### config.mk
export PLATFORM = sky130hd
export DESIGN_NAME = hub75_blanking
export DESIGN_NICKNAME = d
export VERILOG_FILES = /design/src/rtl/hub75_blanking_pkg.sv /design/src/rtl/hub75_blanking.sv
export SDC_FILE = /design/constraint.sdc
export NUM_CORES = 1
export LEC_CHECK = 0
export ABC_AREA = 1
export CAP_MARGIN = 0
export CORE_UTILIZATION = 36
export CTS_BUF_LIST = sky130_fd_sc_hd__clkbuf_4
export DETAILED_ROUTE_END_ITERATION = 12
export PLACE_DENSITY = 0.52
export SKIP_CTS_REPAIR_TIMING = 1
export SLEW_MARGIN = 30
export SYNTH_ARGS = -nofsm -noshare
export SYNTH_HDL_FRONTEND = slang
export SYNTH_SLANG_ARGS = --single-unit
### constraint.sdc
create_clock -name clk -period 3.85 [get_ports clk]
set_input_delay 0.77 -clock clk [delete_from_list [all_inputs] [get_ports clk]]
set_output_delay 0.77 -clock clk [all_outputs]
set_load 0.01 [all_outputs]
### src/rtl/hub75_blanking_pkg.sv
// hub75_blanking_pkg: shared types for the HUB75 blanking generator.
// Holds the per-run configuration snapshot taken when a go is accepted.
package hub75_blanking_pkg;

   localparam int CFG_W = 8;

   // Configuration captured at go; later port changes do not reach the run.
   typedef struct packed {
      logic [CFG_W-1:0] bcm_bit_len;  // tick length minus one, in clocks
      logic [CFG_W-1:0] on_len;       // display-on clocks at the start of each tick
      logic [CFG_W-1:0] guard_len;    // guard clocks minus one
   } cfg_t;

endpackage : hub75_blanking_pkg

### src/rtl/hub75_blanking.sv
// hub75_blanking: drives the HUB75 panel blank line for one bit-plane.
// A go with a one-hot plane k keeps the display lit for 2^k ticks of
// (bcm_bit_len+1) clocks, dimmed within each tick to on_len clocks, then
// holds blank for a guard period before reporting ready again.
module hub75_blanking
   import hub75_blanking_pkg::*;
#(
   parameter int N_PLANES = 8
) (
   input  logic                clk,
   input  logic                rst,
   output logic                phy_blank,
   input  logic [N_PLANES-1:0] ctrl_plane,
   input  logic                ctrl_go,
   output logic                ctrl_rdy,
   input  logic [CFG_W-1:0]    cfg_bcm_bit_len,
   input  logic [CFG_W-1:0]    cfg_on_len,
   input  logic [CFG_W-1:0]    cfg_guard_len
);

   localparam logic [1:0] ST_IDLE  = 2'd0;
   localparam logic [1:0] ST_ON    = 2'd1;
   localparam logic [1:0] ST_GUARD = 2'd2;

   localparam logic [N_PLANES-1:0] TICK_LAST = N_PLANES'(1);

   logic [1:0]          state_q;
   logic [1:0]          state_d;
   logic [N_PLANES-1:0] tick_q;     // remaining ticks; starts at the one-hot plane value
   logic [CFG_W-1:0]    pre_q;      // clock position within the current tick
   logic [CFG_W-1:0]    guard_q;    // remaining guard clocks minus one
   cfg_t                cfg_q;
   logic                tick_end;
   logic                last_tick;
   logic                blank_d;

   assign tick_end  = (pre_q == cfg_q.bcm_bit_len);
   // The exit test fires while one tick remains, so the counter never wraps.
   assign last_tick = (tick_q == TICK_LAST);

   // State register.
   // NOTE: sequential state uses non-blocking assignments so every register
   // samples the pre-edge values of its neighbours, independent of block order.
   always_ff @(posedge clk or posedge rst) begin
      if (rst) begin
         state_q <= ST_IDLE;
      end else begin
         state_q <= state_d;
      end
   end

   // Next-state decode.
   // NOTE: state_d gets a default before the case so no path leaves it
   // unassigned, which would otherwise infer a latch.
   always_comb begin
      state_d = state_q;
      case (state_q)
         ST_IDLE:  if (ctrl_go)              state_d = ST_ON;
         ST_ON:    if (tick_end && last_tick) state_d = ST_GUARD;
         ST_GUARD: if (guard_q == '0)        state_d = ST_IDLE;
         default:                            state_d = ST_IDLE;
      endcase
   end

   // Outputs decoded from state: ready in IDLE, lit while inside the on-window.
   always_comb begin
      ctrl_rdy = (state_q == ST_IDLE);
      blank_d  = !((state_q == ST_ON) && (pre_q < cfg_q.on_len));
   end

   // Datapath: config capture, prescaler, tick and guard counters, blank register.
   always_ff @(posedge clk or posedge rst) begin
      if (rst) begin
         tick_q    <= '0;
         pre_q     <= '0;
         guard_q   <= '0;
         cfg_q     <= '0;
         phy_blank <= 1'b1;
      end else begin
         phy_blank <= blank_d;
         case (state_q)
            ST_IDLE: begin
               if (ctrl_go) begin
                  tick_q            <= ctrl_plane;
                  cfg_q.bcm_bit_len <= cfg_bcm_bit_len;
                  cfg_q.on_len      <= cfg_on_len;
                  cfg_q.guard_len   <= cfg_guard_len;
                  pre_q             <= '0;
               end
            end
            ST_ON: begin
               if (tick_end) begin
                  pre_q  <= '0;
                  tick_q <= tick_q - TICK_LAST;
                  if (last_tick) begin
                     guard_q <= cfg_q.guard_len;
                  end
               end else begin
                  pre_q <= pre_q + 1'b1;
               end
            end
            ST_GUARD: begin
               if (guard_q != '0) begin
                  guard_q <= guard_q - 1'b1;
               end
            end
            default: ;
         endcase
      end
   end

endmodule : hub75_blanking

After elaboration in Yosys (flattened, before gate mapping). Index checks and enable logic that the tools add are counted.

Register bits: 51.

Add/subtract/negate cells: 3. Order comparisons: 1. Equal/unequal tests: 10. Mux-type cells: 14. Reductions and logical operators: 13.

Operators with widths (number): $mux W8 (7); $pmux W8 S2 (3); $sub A8 B1 Y8 const B (2); $ne A2 B2 Y1 const B (6); $add A8 B1 Y8 const B (1); $eq A8 B1 Y1 const B (1); $eq A8 B8 Y1 (1); $logic_not A8 Y1 (1); $lt A8 B8 Y1 (1); $reduce_bool A8 Y1 (1); $mux W2 (3); $pmux W2 S3 (1); $reduce_and A3 Y1 (2); $reduce_and A2 Y1 (2); $reduce_and A4 Y1 (1); $reduce_bool A2 Y1 (2); $eq A2 B1 Y1 const B (1); $eq A2 B2 Y1 const B (1); $logic_and A1 B1 Y1 (2); $logic_not A2 Y1 (1); $logic_not A1 Y1 (1).

Longest topological paths before layout.
Depth in word-level cells: 4. Depth in mapped cells: 11.

Worst setup path before layout. Ideal clock, no wire load.

Path type: input port to flip-flop. Start point: in ctrl_go. End point: reg cfg_q[10] (netlist name). Setup time: 130 ps. Arrival time: 1377 ps. Data required time: 3720 ps. Slack: 2343 ps. Stages on the path: 4. Cells stage by stage: nand2_1 inv_2 clkbuf_1 o21ai_0.

Word-level cells in the longest chain between the ends: 1.

RTL lines: start: declaration (line hub75_blanking.sv:14) `input logic ctrl_go,`; $reduce_and A2 Y1 (no source line); end: declaration (line hub75_blanking.sv:32) `cfg_t cfg_q;`.

No other way between the ends. A chain may end at the register's enable or synchronous reset.

Final worst setup path.
Start point: reg state_q[1]. End point: out ctrl_rdy.

Word-level cells in the longest chain between the ends: 1.

RTL lines: start: declaration (line hub75_blanking.sv:27) `logic [1:0] state_q;`; start signal: assignment (line hub75_blanking.sv:48) `state_q <= state_d;`; $logic_not A2 Y1 (line hub75_blanking.sv:67) `ctrl_rdy = (state_q == ST_IDLE);`; end: declaration (line hub75_blanking.sv:15) `output logic ctrl_rdy,`.

No other way between the ends.

==> impl_results.md <==
* Post-layout util at 0.444
* Dpl cells at around 540
* Starting DRT DRC Count at roughly 140
* Total negative slack at 0 ns
* Syn_nets at 452
* Htree depth at 2
* Main synth FF type: dfrtp_1
* Setup crit end kind: output pin
* Die ar. at 8660 sq um
* Fin. max-slew vios at 0
* Post-DP HPWL at 4570 microns
* CTS tree: done
* Path type of the worst setup path: reg -> out
* Clock period minus worst slack at around 2.2 ns
* Synth Cell Area at 2980 sq um
* Tcrit/Tclk final at 0.583
* Pre-CTS worst setup slack at roughly 1.4 ns
* Root Buffer Master: clkbuf_4
* Seq/Total Area, Yosys at 0.428
* Static Leak at 1.83 nW
* Library cells used by synthesis at 30
* DRC viols at 0
* Sink Count at 51
* Min setup slack post-route at 1.60 ns
* F_max at 445 MHz
* Post-route cell area at ~3500 sq um
* Vias at ~2,500
* GRT overflow at 0
* Detailed Route WL at 6450 microns
* Required @ worst endpoint at a little over 3 ns
* # rows at 32
* CP Launch Type: flip-flop
* Worst VDD drop at roughly 0.00014 V
* Initial Util at 0.378
* Total CTS buffers at 5
* Port bufs at 36
* Commonest non-fill, non-tap cell in the layout: nand2_1
* Syn avg cell area at 7.37 sq um
* WHS at 0.501 ns
* Critical path arrival at 1.48 ns
* Max Cap Violations at 0
* Hold Crit Class: reg -> reg
* Power Total at about 830 uW
* YS warnings at 0
* RePlAce Congestion at between 0.7 and 0.8
* Via density per instance at ~4.6
* Post-synthesis async set-or-reset flop share at 1.00
* Seq cells post-synth at just over 50
* Worst slew pin tran at ~0.64 ns
* Finished Layout Cells at about 550
* Maximum clock insertion buffer count at 2
* Pwr/cell area at around 240 nW/um^2
* Worst skew pair latency at 0.36 ns
* GRT Util Overall at 0.169
* Unrepaired setup endpoints after global routing: false
* Post-synth EDFFs at 0
* Skew final at roughly 0.0077 ns
* Most frequent cells in the layout: nand2_1 (139), dfrtp_1 (50), inv_1 (48), nand3_1 (42), clkdlybuf4s50_1 (36)
* Slew headroom at 0.569
* # IOs at 37
* Core area at between 7000 and 8000 sq um
* Initial antenna violation count at 1
* DRT Pass-1 Iters at 4
* Outcome: complete, no violations
* Vias in the first global route at between 2,000 and 3,000
* Die Span X at 93.0 microns
* Wire per inst at about 12 microns
* Post-layout nets at approximately 500
* Crit Path Max Fanout at 3
* Synth Instances at a little over 400
* Post-route ant nets at 0
* Placed inst area at between 3000 and 4000 sq um
* Area Growth Syn to Fin at 17.5%
* Final Hold Fails at 0
* Final setup violation count at 0
* Clock-pin slew on the worst setup and hold paths at between 0.1 and 0.15 ns
* First-pass GRT wire length at roughly 12,000 microns
* Share of layout cells above drive strength 1 at 0.0767
* DIE HEIGHT at 93.0 microns
* Maximum number of pins on one net before global-route repair at 52
metal layers:
metal	part of all wire	GRT usage
met1	0.52	0.229
met2	0.44	0.279
met3	0.027	0.0236
met4	0.013	0.0500
met5	0	0
synth_stat cells (all sizes together) (2+ instances only):
master | number | area, sq um
nand3b | 2 | 15.0
nor2 | 25 | 125
inv | 57 | 214
clkbuf | 3 | 11.3
nand2 | 146 | 581
a21oi | 4 | 20.0
nand3 | 43 | 220
nor3 | 2 | 10.0
nand4 | 4 | 25.0
dfrtp | 50 | 1250
xor2 | 5 | 43.8
ha | 12 | 150
xnor2 | 3 | 26.3
buf | 5 | 27.5
o21ai | 33 | 173
o22ai | 7 | 43.8
worst max-delay path: stages (launching register included):
cell             delay (ns)
dfrtp_1                0.42
nor2_1                 0.14
clkdlybuf4s50_1        0.55
power breakdown:
part / switching (mW) / internal [mW] / total, mW
clock: 0.171 / 0.0753 / 0.246
combinational: 0.0152 / 0.0300 / 0.0452
sequential: 0 / 0.536 / 0.536
total: 0.186 / 0.641 / 0.827
worst paths after layout:
kind | start | slack (ns) | cells past startpoint | endpoint
worst min-delay path | cfg_q[1]$_DFFE_PP0P_ | 0.50 | 2 | cfg_q[1]$_DFFE_PP0P_
worst min register to register | cfg_q[1]$_DFFE_PP0P_ | 0.50 | 2 | cfg_q[1]$_DFFE_PP0P_
max in group asynchronous | rst | 2.59 | 2 | guard_q[4]$_DFFE_PP0P_
min in group asynchronous | rst | 0.81 | 2 | cfg_q[2]$_DFFE_PP0P_
worst max-delay path | state_q[1]$_DFFE_PP0P_ | 1.60 | 2 | ctrl_rdy
worst max register to register | guard_q[0]$_DFFE_PP0P_ | 2.01 | 7 | guard_q[7]$_DFFE_PP0P_
cell families (layout without fill, tap and decap cells):
logic type      count (synthesis)  in the layout  share of synthesized area
fa+ha+maj                      12             12                     0.0503
compound gates                 46             46                     0.0843
simple gates                  223            223                      0.329
xor+xnor                        8              8                     0.0235
buf+inv                        65            103                     0.0847
flops                          51             51                      0.428
other cells                     0              1                          0
state kept, by name, summed over array words and instances (netlist names):
register and count:
tick_q 8, phy_blank 1, guard_q 8, state_q 2
pre_q 8, cfg_q 24
area by class of cell:
| type | instances | area, sq um |
|---|---|---|
| antenna | 1 | 2.50 |
| sequential | 51 | 1280 |
| clock inverter | 2 | 7.51 |
| tap | 102 | 128 |
| inverter | 57 | 216 |
| multi-input combinational | 289 | 1450 |
| fill | 825 | 4380 |
| clock buffer | 6 | 45.0 |
| timing repair buffer | 38 | 375 |
(Power assumes the default switching activity.)
